`src/rtl/pfpu_dest_pipe_if.sv`:
```
// Issue/writeback bundle between the PFPU sequencer and the destination-tracking pipe.
// The sequencer drives the issue side; the pipe returns the aligned register-file write.
interface pfpu_dest_pipe_if;
    localparam int unsigned OP_W   = 4;
    localparam int unsigned ADDR_W = 7;

    logic              issue;
    logic [OP_W-1:0]   opcode;
    logic [ADDR_W-1:0] dest;
    logic              wb_en;
    logic [ADDR_W-1:0] wb_addr;

    modport master (output issue, opcode, dest, input  wb_en, wb_addr);
    modport slave  (input  issue, opcode, dest, output wb_en, wb_addr);
endinterface

```
`src/rtl/pfpu_dest_pipe.sv`:
```
// Destination-register delay line that aligns register-file writes with PFPU ALU results.
// Optional RAW hazard detection is enabled by defining PFPU_DEST_PIPE_HAZARD_EN.
module pfpu_dest_pipe (
    input  logic                 sys_clk,
    input  logic                 sys_rst_n,
    input  logic                 flush,
    input  logic [6:0]           rd_a,
    input  logic [6:0]           rd_b,
    output logic                 err_collision,
    output logic                 busy,
    output logic                 hazard,
    pfpu_dest_pipe_if.slave      bus
);
    localparam int unsigned OP_W   = 4;
    localparam int unsigned ADDR_W = 7;
    localparam int unsigned DEPTH  = 6;
    localparam int unsigned IDX_W  = 3;

    logic [DEPTH-1:0]             slot_vld;
    logic [DEPTH-1:0][ADDR_W-1:0] slot_addr;
    logic [DEPTH-1:0]             vld_nxt;
    logic [DEPTH-1:0][ADDR_W-1:0] addr_nxt;
    logic                         coll_nxt;
    logic [IDX_W-1:0]             lat;
    logic [IDX_W-1:0]             tgt;

    // ALU latency per opcode; NOP returns 0 and never creates an entry
    function automatic logic [IDX_W-1:0] lat_of(input logic [OP_W-1:0] op);
        logic [IDX_W-1:0] l;
        case (op)
            4'h0:             l = 3'd0;
            4'h1, 4'h2, 4'h4: l = 3'd5;
            4'h3:             l = 3'd6;
            4'h6:             l = 3'd3;
            4'h8, 4'h9:       l = 3'd4;
            default:          l = 3'd2;
        endcase
        return l;
    endfunction

    // Shift the line down one slot, then drop the new entry into slot L-1 unless occupied
    always_comb begin
        vld_nxt  = {1'b0, slot_vld[DEPTH-1:1]};
        addr_nxt = {ADDR_W'(0), slot_addr[DEPTH-1:1]};
        coll_nxt = 1'b0;
        lat      = lat_of(bus.opcode);
        tgt      = IDX_W'(lat - 3'd1);
        if (bus.issue && (bus.opcode != 4'h0)) begin
            if (vld_nxt[tgt]) begin
                coll_nxt = 1'b1;
            end else begin
                vld_nxt[tgt]  = 1'b1;
                addr_nxt[tgt] = bus.dest;
            end
        end
    end

    always_ff @(posedge sys_clk or negedge sys_rst_n) begin
        if (!sys_rst_n) begin
            slot_vld      <= '0;
            slot_addr     <= '0;
            bus.wb_en     <= 1'b0;
            bus.wb_addr   <= '0;
            err_collision <= 1'b0;
        end else if (flush) begin
            slot_vld      <= '0;
            bus.wb_en     <= 1'b0;
            err_collision <= 1'b0;
        end else begin
            slot_vld      <= vld_nxt;
            slot_addr     <= addr_nxt;
            bus.wb_en     <= slot_vld[0];
            err_collision <= coll_nxt;
            if (slot_vld[0]) begin
                bus.wb_addr <= slot_addr[0];
            end
        end
    end

    assign busy = (|slot_vld) | bus.wb_en;

`ifdef PFPU_DEST_PIPE_HAZARD_EN
    // Flag a read of any register still waiting for (or receiving) its result
    always_comb begin
        hazard = 1'b0;
        for (int k = 0; k < int'(DEPTH); k++) begin
            if (slot_vld[k] && ((slot_addr[k] == rd_a) || (slot_addr[k] == rd_b))) begin
                hazard = 1'b1;
            end
        end
        if (bus.wb_en && ((bus.wb_addr == rd_a) || (bus.wb_addr == rd_b))) begin
            hazard = 1'b1;
        end
    end
`else
    logic unused_rd;
    assign unused_rd = ^{rd_a, rd_b};
    assign hazard    = 1'b0;
`endif

endmodule

```
`src/flat_wrapper.sv`:
```
// flat-port wrapper written by rule: the top's interface ports become plain ports
module pfpu_dest_pipe_flat 
  (sys_clk, sys_rst_n, flush, rd_a, rd_b, err_collision, busy, hazard, bus_issue, bus_opcode, bus_dest, bus_wb_en, bus_wb_addr);
  pfpu_dest_pipe_if bus_i ();
  input  logic sys_clk;
  input  logic sys_rst_n;
  input  logic flush;
  input  logic [6:0] rd_a;
  input  logic [6:0] rd_b;
  output logic err_collision;
  output logic busy;
  output logic hazard;
  input wire logic [$bits(bus_i.issue)-1:0] bus_issue;
  input wire logic [$bits(bus_i.opcode)-1:0] bus_opcode;
  input wire logic [$bits(bus_i.dest)-1:0] bus_dest;
  output wire logic [$bits(bus_i.wb_en)-1:0] bus_wb_en;
  output wire logic [$bits(bus_i.wb_addr)-1:0] bus_wb_addr;
  assign bus_i.issue = bus_issue;
  assign bus_i.opcode = bus_opcode;
  assign bus_i.dest = bus_dest;
  assign bus_wb_en = bus_i.wb_en;
  assign bus_wb_addr = bus_i.wb_addr;
  pfpu_dest_pipe u_core (.sys_clk(sys_clk), .sys_rst_n(sys_rst_n), .flush(flush), .rd_a(rd_a), .rd_b(rd_b), .err_collision(err_collision), .busy(busy), .hazard(hazard), .bus(bus_i));
endmodule
```
`config.mk`:
```
export PLATFORM = sky130hd
export DESIGN_NAME = pfpu_dest_pipe_flat
export DESIGN_NICKNAME = d
export VERILOG_FILES = /design/src/rtl/pfpu_dest_pipe_if.sv /design/src/rtl/pfpu_dest_pipe.sv /design/src/flat_wrapper.sv
export SDC_FILE = /design/constraint.sdc
export NUM_CORES = 1
export LEC_CHECK = 0
export BUFFER_PORTS_ARGS = -buffer_cell sky130_fd_sc_hd__buf_2
export CAP_MARGIN = 40
export CORE_MARGIN = 4
export CORE_UTILIZATION = 57
export DETAILED_ROUTE_END_ITERATION = 7
export PLACE_DENSITY = 0.79
export SETUP_SLACK_MARGIN = 0.1
export SLEW_MARGIN = 30
export SYNTH_ARGS = -nofsm -noshare
export SYNTH_HDL_FRONTEND = slang
export SYNTH_SLANG_ARGS = --single-unit
```
`constraint.sdc`:
```
create_clock -name sys_clk -period 2.4 [get_ports sys_clk]
set_input_delay 0.24 -clock sys_clk [delete_from_list [all_inputs] [get_ports sys_clk]]
set_output_delay 0.24 -clock sys_clk [all_outputs]
set_load 0.02 [all_outputs]
```
---- Yosys cells after proc, flatten, opt, wreduce, memory -nomap -nowiden ----
Memory sizes are Yosys's and may differ from the RTL's.
Cells that the tools add are included.
cells by class
  magnitude comparators ................... 2
  bitwise gates (word level) .............. 3
  muxes and demuxes ....................... 16
  reductions and logical operators ........ 5
  add/subtract/negate cells ............... 1
operators by type and width
  cell                   number
  $mux W42               2
  $bwmux W42             1
  $demux W7 S3           1
  $mux W6                3
  $mux W7                1
  $mux W1                6
  $or A5 B6 Y6           1
  $reduce_or A6 Y1       1
  $lt A3 B4 Y1 const B   1
  $reduce_bool A4 Y1     1
  $bmux W1 S3            1
  $demux W1 S3           1
  $ge A3 B1 Y1 const B   1
  $sub A3 B1 Y3 const B  1
  $logic_and A1 B1 Y1    2
  $reduce_and A2 Y1      1
  $not A1 Y1             1
  $or A1 B1 Y1           1
word-level totals
  register bits ........................... 57
  input port bits ......................... 29
  ROM bits ................................ 48
  word-level logic and storage cells ...... 38
  memories kept ........................... 1
memories
  memory            depth  width  read ports  clocked after Yosys merged registers in  write ports  line                  RTL
  (name not given)  16     3      1           0                                        0            pfpu_dest_pipe.sv:30  case (op)

---- Longest topological paths before layout ----
An unclocked memory read counts as a cell.
  depth in word-level cells ............... 10
  gate-level depth with buffers ........... 13

---- Worst setup path before layout ----
No wires, ideal clock.
  path type ............................... input-to-reg
  start point ............................. input bus_opcode[0]
  end point ............................... register u_core.slot_addr[26] in the netlist's numbering
  stages on the path ...................... 11
  arrival time ............................ 2593 ps
  buffers on the path ..................... 2
  required time ........................... 2274 ps
  setup time .............................. 126 ps
  setup slack ............................. -319 ps
  cells stage by stage .................... inv_1 ha_1 nor3b_4 nor3_4 inv_4 ha_1 or4_1 clkbuf_1 nand2b_1 clkbuf_1 a221o_1
between the ends
  cells in the longest elaborated chain, start to end .. 9
ends and longest elaborated chain
  element                                                                    line                  RTL
  from (decl)                                                                flat_wrapper.sv:14    input wire logic [$bits(bus_i.opcode)-1:0] bus_opcode;
  $mem_v2 Z16 W3                                                             -
  $sub A3 B1 Y3                                                              pfpu_dest_pipe.sv:47  tgt = IDX_W'(lat - 3'd1);
  $lt A3 B4 Y1 (not written as such) / $ge A3 B1 Y1 (equally long branches)  pfpu_dest_pipe.sv:53  addr_nxt[tgt] = bus.dest;
  $logic_and A1 B1 Y1 (not written as such)                                  pfpu_dest_pipe.sv:53
  $mux W7 (not written as such)                                              pfpu_dest_pipe.sv:53
  $demux W7 S3                                                               -
  $bwmux W42                                                                 pfpu_dest_pipe.sv:53
  $mux W42                                                                   pfpu_dest_pipe.sv:49  if (vld_nxt[tgt]) begin
  $mux W42 (*)                                                               pfpu_dest_pipe.sv:48  if (bus.issue && (bus.opcode != 4'h0)) begin
  to (signal assigned)                                                       pfpu_dest_pipe.sv:71  slot_addr <= addr_nxt;
  to (decl)                                                                  pfpu_dest_pipe.sv:20  logic [DEPTH-1:0][ADDR_W-1:0] slot_addr;
Mark *: on every way between the ends. The rest lies on a longest branch, timed or not. The select of a mux whose other input is x is not followed.
A chain may end at the register's enable or synchronous reset.

---- Worst setup path in the final report ----
  start point ............................. input bus_opcode[1]
  end point ............................... register u_core.slot_addr[3] in the netlist's numbering
The elaborated chain is that of the path after synthesis.

==> impl.org <==
** Outcome
- The run finished with clean final reports.

** Finish
- Number of antenna diodes :: 0
- Layout Cells excl Fill :: 360
- Layout cells sized above 1 :: 0.304
- After filler insertion, the fill cell instance count of the layout stands at 365.
- Count of nets after finishing :: 322
- In the final layout, flip-flops and latches occupy 0.00143 mm2.
- The multi-input combinational cells in the finished layout cover a total of 0.00137 mm2.
- Compared with the post-synthesis result, the final layout area differs by 20.7%.

** Placed design
- Total of buffers placed on input and output ports :: 24
- Last weighted congestion value of the routability-driven placer :: 0.755
- Total half-perimeter wirelength after legalization and detailed placement :: 3.84 mm
- Counting tap cells, the placed design contains a total of 344 instances.

** Synthesis
- Summing every instance area after synthesis gives 0.00284 mm2.
- Synthesized flop and latch total :: 57
- Yosys warnings :: 0
- Largest family of logic cells by synthesized area :: simple AND/OR/NAND/NOR gates
- Post-synthesis net count :: 289
- Mean instance size in the synthesized netlist :: 11.1 um2
- Share of synthesized cell area in and, or, nand and nor gates :: 0.214
- Of the post-synthesis cell area, the part taken by muxes is 0.0480.
- The compound-cell area share of the yosys netlist came to 0.165.
- Of the total synthesized cell area, the portion taken by full adders, half adders and majority gates is 0.0220.
- Number of instances in the synthesized netlist :: 255
- The share of the Yosys chip area taken by registers is 0.502.
- Synth Area in XOR/XNOR :: 0
- The synthesized netlist contains 39 unique library cells.

** Global routing
- Fraction of met1 tracks used by global routing :: 0.275
- Vias in the first global route :: 2025
- In this run the most used layer during global routing was met2.
- Overall fraction of global-route tracks in use :: 0.203
- For met3 alone, demand over resource in global routing was 0.0700.
- Maximum number of pins on one net before global-route repair :: 58
- The first global-routing pass estimated 9.66 mm of wire.
- Met2 Use GR :: 0.294
- Initial antenna violation count :: 0
- Final global-route overflow total :: 0

** Floorplanning
- The total area inside the core boundary comes to 0.00479 mm2.
- Die area :: 0.00617 mm2
- Cell row count :: 25
- X dimension of the die :: 78.6 um
- Top Ports :: 40
- The initial utilization of the core area, before any placement, comes to 0.593.
- Floorplan die height :: 78.6 um

** Power
- The internal power of the cells totals 1.87 mW.
- Flop pwr share :: 0.444
- Of the total power, the share spent switching nets is 0.269.
- IR analysis of the VDD net gives a maximum drop of 0.000496 V.
- Leakage power total :: 1.62 nW
- Gate power share :: 0.190
- In this run the power spent charging and discharging nets is 0.689 mW.
- Power spread over the standard cell area amounts to 748 mW/mm2.
- Clock network fraction of total power :: 0.366

** Route
- After detailed routing, the total wire length is 5.55 mm.
- After the first detailed-routing iteration, the DRC count stood at 161.
- Total iterations of the first detailed-routing run :: 4
- Average wire per cell in the routed design :: 15.4 um
- Average vias per placed instance :: 5.71
- Count of nets left with antenna violations after detail routing :: 0
- After detailed routing, the number of remaining DRC violations is 0.
- For this block, the via count after detailed routing is 2056.

** Clock network
- Clock transition at the register clock pins on the worst setup and hold paths after CTS :: 0.06 ns
- For the worst-skew pair, the clock arrives at the later sink with an insertion delay of 0.33 ns.
- Number of H-tree branching levels :: 3
- In this run, CTS created clock tree buffers numbering 9.
- In this run the deepest clock path goes through 2 buffers.
- CTS root buf :: sky130_fd_sc_hd__clkbuf_8
- CTS saw 57 sinks.
- TritonCTS clock tree :: yes
- Setup repair bufs after CTS :: 0
- Hold Buf Count CTS :: 0

** Timing
- The final-report max-slew violation count was 0.
- Actual slew at the worst max-slew pin :: 0.701 ns
- Share of the cycle needed by the critical path after routing :: 0.916
- Max_slew headroom :: 0.533
- Setup total negative slack on the finished layout was measured at 0 ns.
- For the finished layout, the period the worst path requires is 2.20 ns.
- RSZ-0062 raised after global routing :: true
- Achievable frequency :: 0.455 GHz
- Setup violations remaining at the end of the flow were counted as 0.
- Hold Fails Final Rpt :: 0
- Clk_skew :: 0.00855 ns

** Job
- Max Cap Violations :: 0

** Setup path
- At the worst endpoint, the arrival time is 2.41 ns.
- STA puts the critical path data required time at 2.61 ns.
- Crit end category :: register
- The worst setup path is launched from an input port.
- Of all nets on the critical path, the largest fanout is 7.
- The critical path is of the in2reg type.

** Worst hold path
- Tightest Hold Check Type :: in2async
[cells by family after synthesis]
family | Yosys count
and+or+nand+nor | 99
DFF | 57
AOI/OAI and AO/OA | 53
buffers and inverters | 29
muxes | 11
adders and majority gates | 5
other | 1
[cell usage in the layout (no fill, tap or decap), types with 7 or more instances in the layout]
cell type                  Yosys  layout
sky130_fd_sc_hd__dfrtp_1      57      57
sky130_fd_sc_hd__a221o_1      35      35
sky130_fd_sc_hd__buf_2         3      23
sky130_fd_sc_hd__nor2b_1      22      22
sky130_fd_sc_hd__nor3_1       22      22
sky130_fd_sc_hd__buf_4         1      19
sky130_fd_sc_hd__and2_1       15      14
sky130_fd_sc_hd__clkbuf_8      0      12
sky130_fd_sc_hd__nor2_1        9       8
sky130_fd_sc_hd__mux2_2        8       8
sky130_fd_sc_hd__nand2b_1      9       8
sky130_fd_sc_hd__a22o_1        7       7
[cell type report]
class / instances / area share
sequential: 57 / 0.416
multi-input combinational: 169 / 0.400
timing repair buffer: 44 / 0.0833
clock buffer: 12 / 0.0482
tap: 67 / 0.0245
clock inverter: 4 / 0.0146
inverter: 7 / 0.0135
[state kept, by name (all words and copies together), names as in the netlist]
signal                count
u_core.bus.wb_en          1
u_core.slot_vld           6
u_core.slot_addr         42
u_core.err_collision      1
u_core.bus.wb_addr        7
[metal layers]
layer	routed length [um]	vias up	share of wire
met2	2520	55	0.45
met5	0	-	0
met1	2620	989	0.47
met4	75	0	0.014
li1	-	1003	-
met3	334	9	0.060
[power groups by stage]
stage	registers [mW]	clock network, mW	logic [mW]
floorplan	1.18	0	0.300
global placement	1.15	0	0.468
finish	1.14	0.938	0.486
CTS	1.14	0.962	0.485
global route	1.15	1.01	0.532
detailed placement	1.16	0	0.481
[cells in the mapped netlist (all sizes together)]
master	n	share of area
a21oi	8	0.014
a221o	35	0.12
a22o	7	0.022
a31oi	1	0.0022
and2	15	0.033
and2b	1	0.0026
and3b	2	0.0062
buf	6	0.016
clkbuf	16	0.022
conb	1	0.0013
dfrtp	57	0.50
ha	5	0.022
inv	7	0.010
mux2	8	0.032
mux2i	2	0.0071
mux4	1	0.0093
nand2	5	0.0066
nand2b	10	0.025
nand3	2	0.0035
nand4	1	0.0022
nor2	9	0.012
nor2b	22	0.048
nor3	23	0.045
nor3b	1	0.0066
nor4	2	0.0066
o21ai	2	0.0035
or2	1	0.0022
or2b	1	0.0026
or3	1	0.0022
or3b	1	0.0031
or4	2	0.0066
[worst max-delay path: stages]
cell and delay [ns]:
sky130_fd_sc_hd__buf_2 0.17, sky130_fd_sc_hd__inv_6 0.04, sky130_fd_sc_hd__ha_4 0.27, sky130_fd_sc_hd__nor2_4 0.03
sky130_fd_sc_hd__nor3_4 0.16, sky130_fd_sc_hd__inv_4 0.05, sky130_fd_sc_hd__ha_4 0.16, sky130_fd_sc_hd__or2b_1 0.21
sky130_fd_sc_hd__mux2_2 0.28, sky130_fd_sc_hd__a21oi_1 0.18, sky130_fd_sc_hd__buf_4 0.17, sky130_fd_sc_hd__a21oi_2 0.11
sky130_fd_sc_hd__a221o_1 0.34
[repair_timing]
item,CTS,global route
hold endpoints to repair,0,0
gates resized for setup,0,8
setup endpoints to repair,0,43
[stage by stage]
step	power, mW	cell area, um2	hold slack (ns)	utilization	worst slack [ns]
finish	2.56	3430	0.0400	0.716	0.201
global route	2.70	3430	0.0894	0.716	0.0938
CTS	2.59	3410	0.0584	0.712	0.100
detailed placement	1.64	3190	0.418	0.667	-0.240
global placement	1.62	3190	0.417	0.667	-0.187
floorplan	1.48	2970	-0.0556	-	-0.0981
[path summary, 6_finish.rpt]
| check | from | to | slack (ns) | cells past startpoint |
|---|---|---|---|---|
| min | sys_rst_n | u_core.slot_vld[0] | 0.04 | 2 |
| min in group sys_clk | bus_dest[2] | u_core.slot_addr[37] | 0.21 | 2 |
| max reg2reg | u_core.slot_vld[5] | u_core.slot_addr[30] | 0.72 | 3 |
| max | bus_opcode[1] | u_core.slot_addr[3] | 0.20 | 13 |
| max in group asynchronous | sys_rst_n | u_core.slot_vld[5] | 1.89 | 2 |
| min reg2reg | u_core.slot_addr[35] | u_core.slot_addr[35] | 0.50 | 1 |
No activity file was read; power rests on OpenSTA's default activity.
